`config.mk`:
```
export PLATFORM = sky130hd
export DESIGN_NAME = dmem_lsu
export DESIGN_NICKNAME = d
export VERILOG_FILES = /design/src/rtl/dmem_lsu.sv
export SDC_FILE = /design/constraint.sdc
export NUM_CORES = 1
export LEC_CHECK = 0
export ABC_AREA = 1
export BUFFER_PORTS_ARGS = -buffer_cell sky130_fd_sc_hd__buf_2
export CORE_MARGIN = 2
export CORE_UTILIZATION = 25
export CTS_CLUSTER_DIAMETER = 60
export DETAILED_ROUTE_END_ITERATION = 10
export PLACE_DENSITY = 0.47
export SYNTH_ARGS = -nofsm -noshare
export SYNTH_HDL_FRONTEND = slang
export SYNTH_SLANG_ARGS = --single-unit
export TNS_END_PERCENT = 20
```
`constraint.sdc`:
```
create_clock -name clk_i -period 5.45 [get_ports clk_i]
set_clock_uncertainty 0.1 [all_clocks]
set_input_delay 1.09 -clock clk_i [delete_from_list [all_inputs] [get_ports clk_i]]
set_output_delay 1.09 -clock clk_i [all_outputs]
set_load 0.02 [all_outputs]
```
`src/rtl/dmem_lsu.sv`:
```
// Load/store unit for four asynchronous-read byte banks.
// Two-state handshake; misaligned accesses resolve in one bank cycle.
module dmem_lsu #(
   parameter int unsigned BANK_AW = 14
) (
   input  logic                     clk_i,
   input  logic                     rst_ni,
   input  logic                     req_i,
   input  logic                     we_i,
   input  logic [1:0]               size_i,
   input  logic                     unsigned_i,
   input  logic [31:0]              addr_i,
   input  logic [31:0]              wdata_i,
   output logic                     ready_o,
   output logic                     rvalid_o,
   output logic [31:0]              rdata_o,
   output logic                     fault_o,
   output logic [3:0]               bank_wren_o,
   output logic [3:0][BANK_AW-1:0]  bank_addr_o,
   output logic [3:0][7:0]          bank_wdata_o,
   input  logic [3:0][7:0]          bank_rdata_i
);

   localparam int unsigned ABW = BANK_AW + 2;
   localparam int unsigned LW  = ABW + 1;

   typedef enum logic {
      IDLE,
      RESP
   } state_e;

   state_e state_q;

   logic               accept;
   logic [2:0]         len;
   logic [1:0]         off;
   logic [LW-1:0]      last;
   logic               fault;
   logic [BANK_AW-1:0] row;
   logic [BANK_AW-1:0] row_nx;
   logic [3:0]         touched;
   logic [3:0][1:0]    kidx;
   logic [1:0]         lane;
   logic [31:0]        lbytes;
   logic [31:0]        ext;
   logic               sx;

   assign ready_o = (state_q == IDLE);
   assign accept  = req_i & ready_o;

   always_comb begin
      unique case (size_i)
         2'b00:   len = 3'd1;
         2'b01:   len = 3'd2;
         2'b10:   len = 3'd4;
         default: len = 3'd1;
      endcase
      off    = addr_i[1:0];
      row    = addr_i[ABW-1:2];
      row_nx = row + BANK_AW'(1);
      // carry out of the top address bit means the access runs off the end
      last   = {1'b0, addr_i[ABW-1:0]} + LW'(len - 3'd1);
      fault  = (size_i == 2'b11) | (|addr_i[31:ABW]) | last[ABW];
   end

   always_comb begin
      touched      = '0;
      kidx         = '0;
      bank_wren_o  = '0;
      bank_addr_o  = '0;
      bank_wdata_o = '0;
      for (int l = 0; l < 4; l++) begin
         kidx[l]         = 2'(l) - off;
         touched[l]      = ({1'b0, kidx[l]} < len);
         bank_addr_o[l]  = (touched[l] && (2'(l) < off)) ? row_nx : row;
         bank_wdata_o[l] = wdata_i[{kidx[l], 3'b000} +: 8];
         bank_wren_o[l]  = rst_ni & accept & we_i & ~fault & touched[l];
      end
   end

   always_comb begin
      lbytes = '0;
      lane   = '0;
      for (int k = 0; k < 4; k++) begin
         lane             = 2'(k) + off;
         lbytes[8*k +: 8] = bank_rdata_i[lane];
      end
      sx = ~unsigned_i;
      unique case (size_i)
         2'b00:   ext = {{24{sx & lbytes[7]}}, lbytes[7:0]};
         2'b01:   ext = {{16{sx & lbytes[15]}}, lbytes[15:0]};
         default: ext = lbytes;
      endcase
   end

   always_ff @(posedge clk_i or negedge rst_ni) begin
      if (!rst_ni) begin
         state_q  <= IDLE;
         rvalid_o <= 1'b0;
         fault_o  <= 1'b0;
         rdata_o  <= '0;
      end else begin
         unique case (state_q)
            IDLE: begin
               if (req_i) begin
                  state_q  <= RESP;
                  rvalid_o <= 1'b1;
                  fault_o  <= fault;
                  rdata_o  <= (we_i | fault) ? 32'h0 : ext;
               end
            end
            RESP: begin
               state_q  <= IDLE;
               rvalid_o <= 1'b0;
               fault_o  <= 1'b0;
               rdata_o  <= '0;
            end
            default: state_q <= IDLE;
         endcase
      end
   end

endmodule

```
==> qor.log, run 1 <==
[status] result of the run finished clean
[clock_network] maximum level of the CTS H-tree 2
[timing] Post-Route Setup TNS 0 ps
[timing] final hold viol count 0
[worst_setup_path] biggest fanout along the worst timing path 33
[global_routing] number of antenna violations at the first check in global routing 1
[clock_network] count of hold-fix buffers inserted at cts 0
[clock_network] number of buffers created by CTS 5
[clock_network] latest clock arrival within the worst-skew pair 280 ps
[timing] transition time at the pin with the least slew margin 874 ps
[clock_network] total clock sinks 35
[timing] worst relative slew slack 41.7%
[placed_design] hpwl dp 13.7 mm
[worst_setup_path] critical path depth in cells 13
[power_and_ir_drop] leakage power summed over all cells 0.00341 uW
[global_routing] number of global-route vias before repair 4967
[synth] average instance area after synthesis 6.23 um2
[global_routing] grt ovf 0
[drt] remaining routing DRC violations 0
[drt] drt total wl 17.4 mm
[finish] # nets final 1073
[timing] Final setup violation count 0
[worst_setup_path] crit path launch type primary input
[clock_network] buffer type at the clock tree root clkbuf_16
[global_routing] total global routing track utilization 16.7%
[timing] RSZ-0062 raised after global routing no
[clock_network] clock tree from TritonCTS built
[power_and_ir_drop] share of total power in the clock network 33.2%
[synth] share of the yosys chip area belonging to registers 18.7%
[global_routing] maximum number of pins on one net before global-route repair 68
[power_and_ir_drop] fraction of power spent switching nets 40.7%
[timing] final worst-path cycle share 82.2%
[worst_setup_path] cell mode on critical path inv_1
[worst_setup_path] cell chain of the critical path buf_2 -> inv_1 -> ha_1 -> buf_4 -> inv_1 -> ha_1 -> a21oi_1 -> nor2_1 -> nor2_1 -> buf_4 -> inv_1 -> o21ai_0 -> buf_2
[clock_network] Post-CTS Resized 0
[power_and_ir_drop] cell internal power dissipation 690 uW
[drt] routed length per placed instance 14.7 um
[die] placeable core region 18500 um2
[clock_network] setup repair bufs after CTS 0
[worst_setup_path] endpoint type of the worst setup path output pin
[die] Die W 141 um
[drt] Starting DRT DRC Count 221
[synth] area of the mapped netlist 4680 um2
[die] count of standard-cell rows 50
[finish] signed area change from the synthesized netlist to the final layout 30.3%
[synth] count of cell types in the netlist 31
[finish] final core utilization 32.9%
[synth] top cell type by total area after synthesis dfrtp_1
[clock_network] worst-case clock buffer depth 2
[worst_setup_path] CP delay by family, top buffers and inverters
[worst_setup_path] data arrival at the endpoint of the critical path 3290 ps
[global_routing] first-pass GRT wire length 26.7 mm
[power_and_ir_drop] areal power density over the cells 191 nW/um2
[worst_hold_path] hold depth 2
[worst_setup_path] data required time of the critical path 4260 ps
[worst_setup_path] category of the most critical setup path in2out
[power_and_ir_drop] Power Total 1160 uW
[synth] EDFF count, synth 0
[worst_setup_path] number of cells traversed by the worst register-to-register path 4
[flow_run] count of max-cap constraint violations 0
[finish] share of post-route cells with drive strength above 1 30.2%
[placed_design] number of I/O port buffers 229
[die] area of the die 19800 um2
[placed_design] GPL Wtd Cong 0.827
[worst_setup_path] WP buf/inv 7
[timing] final-layout worst hold slack 380 ps
[power_and_ir_drop] sequential share of power 22.7%
[synth] FFs w/ async S/R, synth 100%
[power_and_ir_drop] switching pwr 472 uW
[die] number of I/O pins 230
[timing] min cycle time layout 4480 ps
[drt] total via count after detailed routing 5474
[worst_hold_path] class of the tightest hold or removal check reg2reg
[worst_setup_path] standard cell with the maximum stage delay on the critical path buf_4
[synth] number of instances in the synthesized netlist 751
[drt] count of antenna-violating nets left after detailed routing 0
[synth] Synth Flop Type dfrtp_1
[drt] detail-routed via count per cell 4.62
[timing] fmax 223 MHz
[timing] Pins Over Slew Limit 0
[power_and_ir_drop] part of the power in combinational logic 44.1%
[die] die extent in y 141 um
[worst_setup_path] stage delay of the slowest cell on the critical path 330 ps
[drt] drt pass-1 iters 5
[finish] Inserted Diodes 0
[synth] number of flip-flops and latches in the synthesized netlist 35
[clock_network] clock transition time at the flip-flop clock pins of the worst setup and hold paths 60 ps
[synth] top area cells in the synthesized netlist dfrtp_1, nand2_1, nand3_1
[die] effective utilization at floorplan 25.2%
[synth] Syn. warnings 0
[synth] Synth top area share 18.7%
[power_and_ir_drop] largest vdd supply drop 0.102 mV
[worst_setup_path] setup slack on the worst flop-to-flop path 3640 ps
==> cells in the mapped netlist, types with 12 or more instances <==
cell      number
nand2_1      218
nand3_1       98
inv_1         74
o21ai_0       61
nor2_1        56
dfrtp_1       35
mux2i_1       32
a21oi_1       29
buf_4         21
ha_1          21
o21bai_2      20
clkbuf_1      15
xor2_1        15
buf_2         12
==> stage by stage <==
step | setup WS, ps | cells | instance area [um2]
final | 968 | 1184 | 6090
after global routing | 738 | 1184 | 6090
after CTS | 924 | 1184 | 6090
after detailed placement | 917 | 1176 | 5900
after floorplan | 211 | 757 | 4700
after global placement | 941 | 1176 | 5900
==> metal layers <==
metal  GRT usage, %  wire, um  vias to the layer above
met5              0        17                        -
met4           5.00       351                        2
met3           2.31       927                       24
met2           27.3      8030                      181
met1           22.9      8100                     2452
li1               -         -                     2815
==> layout make-up <==
class | instances | area, um2
timing repair buffer | 239 | 1220
inverter | 77 | 289
tap | 234 | 293
fill | 2121 | 12400
clock buffer | 5 | 125
multi-input combinational | 591 | 3220
clock inverter | 3 | 67.6
sequential | 35 | 876
==> kinds of logic after synthesis <==
group,count (synthesis),share of synthesized area (%)
and+or+nand+nor,400,37.6
xor gates and xnor gates,15,2.81
AOI/OAI and AO/OA,116,15.4
other,1,0.0802
adders and majority gates,21,5.62
DFF,35,18.7
muxes,32,6.85
buffers and inverters,131,12.9
==> placed cells by master (no fill, tap or decap), types with 2 or more instances in the layout <==
cell type	instances
a21oi_1	29
buf_2	229
buf_4	10
bufinv_16	2
clkbuf_16	5
conb_1	7
dfrtp_1	35
ha_1	21
inv_1	74
inv_2	3
mux2i_1	32
nand2_1	218
nand3_1	98
nand3_2	4
nand3_4	3
nand4_1	8
nor2_1	56
nor2_2	4
nor2_4	2
nor3_2	2
o21ai_0	61
o21bai_1	6
o21bai_2	20
xor2_1	15
==> worst paths after layout <==
kind | end | from
setup / recovery | bank_addr_o[37] | addr_i[1]
hold / removal | rdata_o[13] | rdata_o[13]
setup reg to reg | rdata_o[30] | state_q
hold reg to reg | rdata_o[13] | rdata_o[13]
max in group asynchronous | rdata_o[9] | rst_ni
min in group asynchronous | rdata_o[2] | rst_ni
==> worst min-delay path: stages (launching register included) <==
cell and delay [ps]:
dfrtp_1 340, nand2_1 50, nand2_1 60
==> power groups by stage <==
stage	logic, uW	registers, uW	clock network (uW)
after floorplan	331	270	0
after global placement	518	268	0
after detailed placement	517	268	0
after CTS	519	263	395
after global routing	566	263	405
final	513	263	386
==> sequential cells by signal (all words and copies together) (netlist names) <==
signal,cells
fault_o,1
rdata_o,32
rvalid_o,1
state_q,1
No activity file was read; power rests on OpenSTA's default activity.
==> run 2: changes to the inputs <==
--- a/config.mk
+++ b/config.mk
@@ -5,13 +5,13 @@
 export SDC_FILE = /design/constraint.sdc
 export NUM_CORES = 1
 export LEC_CHECK = 0
-export ABC_AREA = 1
+export ABC_AREA = 0
 export BUFFER_PORTS_ARGS = -buffer_cell sky130_fd_sc_hd__buf_2
 export CORE_MARGIN = 2
 export CORE_UTILIZATION = 25
 export CTS_CLUSTER_DIAMETER = 60
 export DETAILED_ROUTE_END_ITERATION = 10
-export PLACE_DENSITY = 0.47
+export PLACE_DENSITY = 0.5
 export SYNTH_ARGS = -nofsm -noshare
 export SYNTH_HDL_FRONTEND = slang
 export SYNTH_SLANG_ARGS = --single-unit
==> constraint.sdc (replaced) <==
create_clock -name clk_i -period 4 [get_ports clk_i]
set_clock_uncertainty 0.1 [all_clocks]
set_input_delay 0.8 -clock clk_i [delete_from_list [all_inputs] [get_ports clk_i]]
set_output_delay 0.8 -clock clk_i [all_outputs]
set_load 0.02 [all_outputs]
==> qor.log, run 2 <==
[status] result of the run finished clean
[worst_setup_path] data required time of the critical path 3100 ps [-1160 ps]
[die] number of I/O pins 230 [unchanged]
[worst_setup_path] category of the most critical setup path in2out
[synth] compound-cell area share of the yosys netlist 9.12% [-6.3 points]
[clock_network] maximum level of the CTS H-tree 2 [unchanged]
[worst_setup_path] CP delay by family, top compound AO/OA/AOI/OAI gates
[global_routing] number of antenna violations at the first check in global routing 1 [unchanged]
[global_routing] total global routing track utilization 16.3% [-0.44 points]
[worst_setup_path] setup slack on the worst flop-to-flop path 1680 ps [-1960 ps]
[placed_design] GPL Wtd Cong 0.834 [+0.90%]
[synth] main combinational cell family by area after synthesis multiplexers
[global_routing] met3 usage in global routing 3.08% [+0.77 points]
[worst_setup_path] cell chain of the critical path buf_2 -> inv_1 -> ha_1 -> inv_1 -> ha_1 -> inv_1 -> a21oi_1 -> o21a_1 -> nand4_1 -> xnor2_1 -> buf_2
[die] count of standard-cell rows 47 [-6.0%]
[global_routing] met2 demand-to-capacity share in global routing 27.9% [+0.57 points]
[clock_network] worst-case clock buffer depth 2 [unchanged]
[finish] most frequent cells in the layout buf_2, nand2_1, mux4_2
[synth] top cell type by total area after synthesis mux4_2
[clock_network] latest clock arrival within the worst-skew pair 280 ps [about the same]
[drt] drt total wl 15.1 mm [-13%]
[worst_setup_path] biggest fanout along the worst timing path 14 [-58%]
[timing] transition time at the pin with the least slew margin 751 ps [-123 ps]
[synth] top area cells in the synthesized netlist mux4_2, dfrtp_1, nand2_1
[power_and_ir_drop] largest vdd supply drop 0.130 mV [+27%]
[clock_network] clock tree from TritonCTS built
[clock_network] total clock sinks 35 [unchanged]
[clock_network] count of hold-fix buffers inserted at cts 0 [unchanged]
[global_routing] grt ovf 0 [unchanged]
[timing] fmax 270 MHz
[clock_network] number of buffers created by CTS 5 [unchanged]
[worst_setup_path] endpoint type of the worst setup path output pin
[synth] number of instances in the synthesized netlist 464 [-38%]
[die] Die W 135 um [-4.4%]
[timing] final hold viol count 0 [unchanged]
[timing] final-layout worst hold slack 376 ps [-3.68 ps]
[worst_setup_path] reg-to-reg critical path endpoint rdata_o[19]
[worst_setup_path] cell mode on critical path inv_1
[timing] Pins Over Slew Limit 0 [unchanged]
[synth] XOR/XNOR Fraction of Synth Area 8.01% [+5.2 points]
[worst_setup_path] number of cells traversed by the worst register-to-register path 5 [+1]
[drt] Starting DRT DRC Count 206 [-6.8%]
[flow_run] count of max-cap constraint violations 0 [unchanged]
[global_routing] layer carrying the most global-route usage met2
[worst_hold_path] class of the tightest hold or removal check reg2reg
[worst_setup_path] stage delay of the slowest cell on the critical path 470 ps [+140 ps]
[synth] most frequent cells after synthesis nand2_1, mux4_2, xnor2_1
[die] area of the die 18100 um2 [-8.5%]
[clock_network] clock transition time at the flip-flop clock pins of the worst setup and hold paths 60 ps [about the same]
[synth] mux share of post-synthesis cell area 30.2% [+23 points]
[synth] area of the mapped netlist 4270 um2 [-8.8%]
[timing] final worst-path cycle share 92.5%
[power_and_ir_drop] leakage power summed over all cells 0.00281 uW [-18%]
[synth] Synth Flop Type dfrtp_1
[clock_network] setup repair bufs after CTS 0 [unchanged]
[synth] Post-Synth Simple-Gate Area 17.5% [-20 points]
[finish] # nets final 789 [-26%]
[synth] count of cell types in the netlist 44 [+42%]
[synth] Synth top area share 23.2% [+4.5 points]
[placed_design] number of I/O port buffers 229 [unchanged]
[synth] number of flip-flops and latches in the synthesized netlist 35 [unchanged]
[worst_setup_path] R2R Path Start state_q
[drt] drt pass-1 iters 4 [-1]
[drt] detail-routed via count per cell 4.87 [+5.4%]
[worst_hold_path] hold depth 2 [unchanged]
[die] die extent in y 135 um [-4.4%]
[synth] most common cell in the netlist nand2_1
[drt] routed length per placed instance 17.1 um [+16%]
[global_routing] M1 GR Usage 21.6% [-1.4 points]
[finish] signed area change from the synthesized netlist to the final layout 36.8%
[finish] most frequent standard cell in the layout excluding fill and tap cells buf_2
[finish] share of post-route cells with drive strength above 1 50.3% [+20 points]
[global_routing] first-pass GRT wire length 23.6 mm [-12%]
[worst_setup_path] WP buf/inv 5 [-2]
[timing] worst relative slew slack 49.9% [+8.2 points]
[synth] Syn. warnings 0 [unchanged]
[synth] FFs w/ async S/R, synth 100% [unchanged]
[worst_setup_path] standard cell with the maximum stage delay on the critical path o21a_1
[synth] share of the yosys chip area belonging to registers 20.5% [+1.8 points]
[placed_design] hpwl dp 12.2 mm [-11%]
[finish] register with the most flip-flops rdata_o
[worst_hold_path] min-delay src rdata_o[27]
[global_routing] maximum number of pins on one net before global-route repair 68 [unchanged]
[worst_hold_path] terminating pin of the worst hold path rdata_o[27]
[clock_network] Post-CTS Resized 0 [unchanged]
[synth] EDFF count, synth 0 [unchanged]
[finish] final core utilization 35.1% [+2.2 points]
[worst_setup_path] data arrival at the endpoint of the critical path 2800 ps [-490 ps]
[timing] Final setup violation count 0 [unchanged]
[global_routing] number of global-route vias before repair 4384 [-12%]
[power_and_ir_drop] areal power density over the cells 233 nW/um2 [+22%]
[worst_setup_path] crit path launch type primary input
[drt] remaining routing DRC violations 0 [unchanged]
[drt] total via count after detailed routing 4317 [-21%]
[finish] max reg flops 32 [unchanged]
[drt] count of antenna-violating nets left after detailed routing 0 [unchanged]
[die] effective utilization at floorplan 25.6% [+0.38 points]
[die] placeable core region 16600 um2 [-10%]
[timing] RSZ-0062 raised after global routing no
[synth] average instance area after synthesis 9.19 um2 [+48%]
[clock_network] buffer type at the clock tree root clkbuf_16
[synth] adder and majority gate portion of the synthesized area 6.16% [+0.54 points]
[finish] Inserted Diodes 0 [unchanged]
[timing] min cycle time layout 3700 ps
run 2: cell count changes in the layout (fill, tap and decap cells not counted), moves of 27 or more:
| cell | previous run | this run |
|---|---|---|
| o21ai_0 | 61 | 14 |
| inv_1 | 74 | 10 |
| nand3_1 | 98 | 5 |
| mux4_2 | 0 | 44 |
| nand2_1 | 218 | 107 |
| xnor2_1 | 0 | 27 |
| nor2_1 | 56 | 19 |
run 2: area by class of cell:
| cell class | instances | area [um2] |
|---|---|---|
| clock buffer | 5 | 125 |
| timing repair buffer | 244 | 1260 |
| sequential | 35 | 876 |
| tap | 220 | 275 |
| fill | 1740 | 10800 |
| inverter | 13 | 61.3 |
| multi-input combinational | 366 | 3210 |
| clock inverter | 3 | 20.0 |
run 2: worst max-delay path by stage:
stage | from | endpoint | slack [ps] | depth (start not counted)
finish | size_i[1] | bank_addr_o[17] | 300 | 11
global route | addr_i[1] | bank_wren_o[3] | 70 | 9
CTS | size_i[1] | bank_addr_o[3] | 120 | 11
detailed placement | size_i[1] | bank_addr_o[3] | 140 | 11
global placement | addr_i[0] | bank_addr_o[29] | 230 | 7
floorplan | addr_i[0] | bank_addr_o[38] | -30 | 16
run 2: worst register-to-register path: cells and delay by family, from the launching register on:
| kind | cells | cell delay (ps) |
|---|---|---|
| simple gates | 3 | 1210 |
| flops | 1 | 410 |
| buf+inv | 1 | 280 |
| compound gates | 1 | 250 |
run 2: logic make-up after synthesis:
| family | Yosys count |
|---|---|
| and+or+nand+nor | 169 |
| buffers and inverters | 69 |
| muxes | 67 |
| AOI/OAI and AO/OA | 63 |
| xor gates and xnor gates | 39 |
| DFF | 35 |
| adders and majority gates | 21 |
| other | 1 |
run 2: report_power, final:
part | total (uW) | leakage, uW | internal, uW | switching [uW]
sequential | 359 | 0.000483 | 357 | 1.83
clock | 386 | 0.0000658 | 229 | 157
combinational | 616 | 0.00226 | 250 | 365
run 2: layer usage:
layer  vias up  part of all wire, %
met1      2095                   43
met5         -                0.046
met3        13                  6.6
met2       167                   50
li1       2040                    -
met4         2                  1.0
run 2: per-stage QoR:
stage	power (uW)	cells	TNS [ps]	worst slack, ps	cell area, um2
3_3_place_gp	971	878	0	229	5680
3_5_place_dp	980	878	0	142	5680
5_1_grt	1430	886	0	65.6	5830
4_1_cts	1370	886	0	124	5830
2_1_floorplan	791	470	-233	-34.2	4600
6_report	1360	886	0	302	5830
